<file path="config.mk">
export PLATFORM = sky130hd
export DESIGN_NAME = mdu
export DESIGN_NICKNAME = d
export VERILOG_FILES = /design/src/rtl/mdu.sv
export SDC_FILE = /design/constraint.sdc
export NUM_CORES = 2
export LEC_CHECK = 0
export BUFFER_PORTS_ARGS = -buffer_cell sky130_fd_sc_hd__buf_2
export CORE_MARGIN = 3
export CORE_UTILIZATION = 39
export DETAILED_ROUTE_END_ITERATION = 8
export PLACE_DENSITY_LB_ADDON = 0.05
export SYNTH_ARGS = -nofsm -noshare
export SYNTH_HDL_FRONTEND = slang
export SYNTH_SLANG_ARGS = --single-unit
</file>
<file path="constraint.sdc">
create_clock -name clk -period 22.2 [get_ports clk]
set_clock_uncertainty 0.15 [all_clocks]
set_input_delay 4.44 -clock clk [delete_from_list [all_inputs] [get_ports clk]]
set_output_delay 4.44 -clock clk [all_outputs]
set_load 0.005 [all_outputs]
</file>
<file path="src/rtl/mdu.sv">
// mdu: MIPS multiply/divide unit owning HI/LO; 2-cycle multiply, 32-step restoring divide.
module mdu (
  input  logic        clk,
  input  logic        rst,
  input  logic [3:0]  mdu_op_i,
  input  logic [31:0] mdu_a_i,
  input  logic [31:0] mdu_b_i,
  input  logic        mdu_flush_i,
  output logic [31:0] mdu_result_o,
  output logic        mdu_stall_o,
  output logic [31:0] hi_o,
  output logic [31:0] lo_o
);
  localparam logic [2:0] IDLE = 3'd0, MUL = 3'd1, DIV = 3'd2, FIX = 3'd3, DONE = 3'd4;
  localparam logic [3:0] OP_DIV = 4'd1, OP_DIVU = 4'd2, OP_MUL = 4'd3, OP_MULT = 4'd4, OP_MULTU = 4'd5;
  localparam logic [3:0] OP_MFHI = 4'd6, OP_MFLO = 4'd7, OP_MTHI = 4'd8, OP_MTLO = 4'd9;
  logic [2:0]  state_q, state_d;
  logic [3:0]  op_q, op_d;
  logic [4:0]  cnt_q, cnt_d;
  logic [31:0] hi_q, hi_d, lo_q, lo_d, res_q, res_d, a_q, a_d, b_q, b_d, quo_q, quo_d, rem_q, rem_d;
  logic        arith, sgn, neg_a, neg_b;
  logic [31:0] dvs;
  logic [32:0] shl, diff;
  logic [63:0] prod;
  always_comb begin
    arith = mdu_op_i >= OP_DIV && mdu_op_i <= OP_MULTU;
    sgn = op_q == OP_DIV || op_q == OP_MUL || op_q == OP_MULT;
    neg_a = sgn & a_q[31];
    neg_b = sgn & b_q[31];
    prod = {{32{neg_a}}, a_q} * {{32{neg_b}}, b_q};
    dvs = neg_b ? -b_q : b_q;
    // quo_q doubles as the dividend shift register; quotient bits enter at the bottom
    shl = {rem_q, quo_q[31]};
    diff = shl - {1'b0, dvs};
    state_d = state_q;
    op_d = op_q;
    cnt_d = cnt_q;
    hi_d = hi_q;
    lo_d = lo_q;
    res_d = res_q;
    a_d = a_q;
    b_d = b_q;
    quo_d = quo_q;
    rem_d = rem_q;
    if (mdu_flush_i) state_d = IDLE;
    else case (state_q)
      IDLE: if (arith) begin
        state_d = mdu_op_i >= OP_MUL ? MUL : DIV;
        op_d = mdu_op_i;
        a_d = mdu_a_i;
        b_d = mdu_b_i;
        cnt_d = '0;
        rem_d = '0;
        quo_d = mdu_op_i == OP_DIV && mdu_a_i[31] ? -mdu_a_i : mdu_a_i;
      end else begin
        hi_d = mdu_op_i == OP_MTHI ? mdu_a_i : hi_q;
        lo_d = mdu_op_i == OP_MTLO ? mdu_a_i : lo_q;
      end
      MUL: begin
        state_d = DONE;
        if (op_q == OP_MUL) res_d = prod[31:0];
        else {hi_d, lo_d} = prod;
      end
      DIV: begin
        rem_d = diff[32] ? shl[31:0] : diff[31:0];
        quo_d = {quo_q[30:0], ~diff[32]};
        cnt_d = cnt_q + 5'd1;
        state_d = cnt_q == 5'd31 ? FIX : DIV;
      end
      FIX: begin
        state_d = DONE;
        lo_d = b_q == '0 ? '1 : (neg_a ^ neg_b) ? -quo_q : quo_q;
        hi_d = b_q == '0 ? a_q : neg_a ? -rem_q : rem_q;
      end
      default: state_d = IDLE;
    endcase
  end
  always_ff @(posedge clk or posedge rst) begin
    if (rst) begin
      state_q <= IDLE;
      op_q <= '0;
      cnt_q <= '0;
      hi_q <= '0;
      lo_q <= '0;
      res_q <= '0;
      a_q <= '0;
      b_q <= '0;
      quo_q <= '0;
      rem_q <= '0;
    end else begin
      state_q <= state_d;
      op_q <= op_d;
      cnt_q <= cnt_d;
      hi_q <= hi_d;
      lo_q <= lo_d;
      res_q <= res_d;
      a_q <= a_d;
      b_q <= b_d;
      quo_q <= quo_d;
      rem_q <= rem_d;
    end
  end
  assign mdu_stall_o = !mdu_flush_i && ((state_q == IDLE && arith) || state_q == MUL || state_q == DIV || state_q == FIX);
  assign mdu_result_o = state_q == IDLE ? (mdu_op_i == OP_MFHI ? hi_q : mdu_op_i == OP_MFLO ? lo_q : '0)
                      : (state_q == DONE && op_q == OP_MUL) ? res_q : '0;
  assign hi_o = hi_q;
  assign lo_o = lo_q;
endmodule

</file>
==> flow_metrics.tcl <==
set metrics [dict create \
    status "complete, no violations" \
    synth-seq-area-share 0.110 \
    fmax_mhz 94.0 \
    die_w_microns 377 \
    ff2ff_setup_slack_ps 11560 \
    post-route-min-period_ps 10640 \
    cp.arrival_ps 10970 \
    rsz0062_at_grt "false" \
    hp-start "res_q[3]" \
    synth-seq-cells 236 \
    maxCapViolations 0 \
    globalRouteTotalUtil 0.286 \
    grt_pass1_wl_microns 301000 \
    syn_to_final_growth_pct 6.44 \
    synth.largest_area_cell "fa_1" \
    synth_area_leaders "fa_1, dfrtp_1, inv_1" \
    ctsHtreeMaxLevel 1 \
    worstPathMaxFanout 23 \
    synth-adder-area-share 0.478 \
    cts_tree "done" \
    pin_count 168 \
    core_sq_um 136000 \
    hold_path.class "reg -> reg" \
    crit_type "reg -> reg" \
    synthDistinctLibCells 86 \
    via_per_inst 5.42 \
    num_rows 135 \
    yosys.area.top_type_share 0.420 \
    drive_above_1_share 0.0746 \
    syn-num-nets 7512 \
    die-area_sq_um 142000 \
    cts_resized 0 \
    die_y_microns 377 \
    vias 42100 \
    finalSetupViolations 0 \
    grt_antenna_before_repair 12 \
    synthSimpleGateAreaFrac 0.151 \
    clk_pin_slew_ps 70 \
    whs_endpoint "res_q[3]" \
    place_congestion 0.903 \
    finalNetCount 7401 \
    drt_iter0_markers 3513 \
    r2r-end "hi_o[26]" \
    fin_setup_tns_ps 0 \
    cp-end-kind "flip-flop" \
    slew_headroom 0.263 \
    synth_compound_area_frac 0.0961 \
    grt_pass1_vias 44600 \
    critPathMostFrequentCell "fa_1" \
    start_kind "flip-flop" \
    clock_path_buffers 3 \
    synth.mux.area_fraction 0.0191 \
    synthXorXnorAreaFrac 0.0354 \
    cp_slowest_cell "and2_1" \
    synthArstFlopShare 1.00 \
    synthCells 6065 \
    drtAntennaViolNets 0 \
    dp.final_hpwl_microns 155000 \
    wire_per_inst_microns 25.7 \
    overflow 0 \
    max_slew.worst_pin.slew_ps 1100 \
    syn-cell-area_sq_um 53700 \
    dr.pass1.iters 5 \
    synthFlopType "dfrtp_1" \
    initial_core_util 0.395 \
    finalHoldViolations 0 \
    drt-total-wl_microns 200000 \
    drc 0 \
    cts-buffers-inserted 29 \
    clock_latency_ps 640 \
    ff2ff_path_depth 28 \
    synth_edf_count 0 \
    period_share 0.479 \
    rr_startpoint "op_q[0]" \
    hold_path_depth 2 \
    hold_buffers 0 \
    port_buffers 167 \
    root_buffer "clkbuf_16" \
    crit_family "adder cells" \
    cts.sinks 236 \
    post_cts_buffers 0 \
    cpPeakStageDelay_ps 650 \
    cp.required_ps 22540 \
    syn_area_per_cell_sq_um 8.85 \
    ys_warn_count 0 \
    grt_max_degree 114 \
    synth_top_family_by_area "adder cells" \
    worst-path-buf-inv 5 \
    slew_viol_final 0 \
]
## Yosys cell counts, drive strengths merged, types with 91 or more instances
cell type,count
nand2,995
inv,1149
xnor2,124
nor2,169
ha,250
and2,359
o21ai,260
fa,1126
a21oi,220
xor2,91
clkbuf,347
dfrtp,236
## layout make-up
type                    instances  area (sq um)
clock inverters                18           288
multi-input cells            4268         41900
flip-flops and latches        236          5920
diodes                          5          12.5
repair buffers                270          1610
fillers                     13800         78900
inverters                    1149          4320
well taps                    1781          2230
clock buffers                  36           802
## through the flow
step	util	instances	instance area (sq um)	hold slack, ps	setup slack, ps
after floorplan	-	6065	53700	289	11140
after global placement	0.412	7704	56000	301	11690
after detailed placement	0.412	7704	56000	306	11540
after CTS	0.420	7758	57100	322	11490
after global routing	0.420	7758	57100	343	10970
final	0.420	7763	57100	319	11560
## tightest hold or removal path, delay by kind of cell, from the launching register on
family           cells  cell delay, ps
flip-flops           1             340
AND/OR/NAND/NOR      2             100
## cells in the final DEF, fill, tap and decap left out, types with 25 or more instances in the layout
cell type	n
buf_4	103
a21o_1	51
and2_1	359
o21ai_1	25
a31oi_1	31
a21oi_1	218
xnor2_1	122
clkbuf_16	29
inv_1	1148
o31ai_1	34
dfrtp_1	224
nor2_1	165
mux2_2	65
nand2_1	994
o21ai_0	233
ha_1	250
fa_1	1126
xor2_1	91
buf_2	167
and3_1	26
mux2i_1	29
nand3_1	39
nor3_1	36
a22oi_1	36
## worst max path at each step
stage | from | end | slack (ps) | cells past startpoint
3_3_place_gp | op_q[0] | hi_o[27] | 11690 | 30
6_report | op_q[0] | hi_o[26] | 11560 | 28
3_5_place_dp | op_q[0] | hi_o[27] | 11540 | 30
5_1_grt | op_q[0] | hi_o[26] | 10970 | 28
2_1_floorplan | rst | a_q[0] | 11140 | 1
4_1_cts | op_q[0] | hi_o[27] | 11490 | 30
## kinds of logic (layout without fill, tap and decap cells)
logic type                 count (synthesis)  in the layout
AOI/OAI and AO/OA                        829            829
xor gates and xnor gates                 215            215
adders and majority gates               1376           1376
buffers and inverters                   1561           1473
DFF                                      236            236
muxes                                     94             94
other                                      0              5
and+or+nand+nor                         1754           1754
## sequential cells by signal, summed over array words and instances, names as in the netlist
name     flops
b_q         32
quo_q       32
state_q      3
res_q       32
lo_o        32
hi_o        32
op_q         4
rem_q       32
cnt_q        5
a_q         32
## routing by layer
layer,vias to the layer above,track usage,share of wire
met5,-,0,0.00013
met4,4,0.0788,0.032
met3,261,0.0361,0.061
met2,1295,0.444,0.45
met1,22200,0.419,0.46
li1,18300,-,-
Power is not shown: default switching activity piles up to over one toggle a cycle in this logic, so the estimate is an artifact.
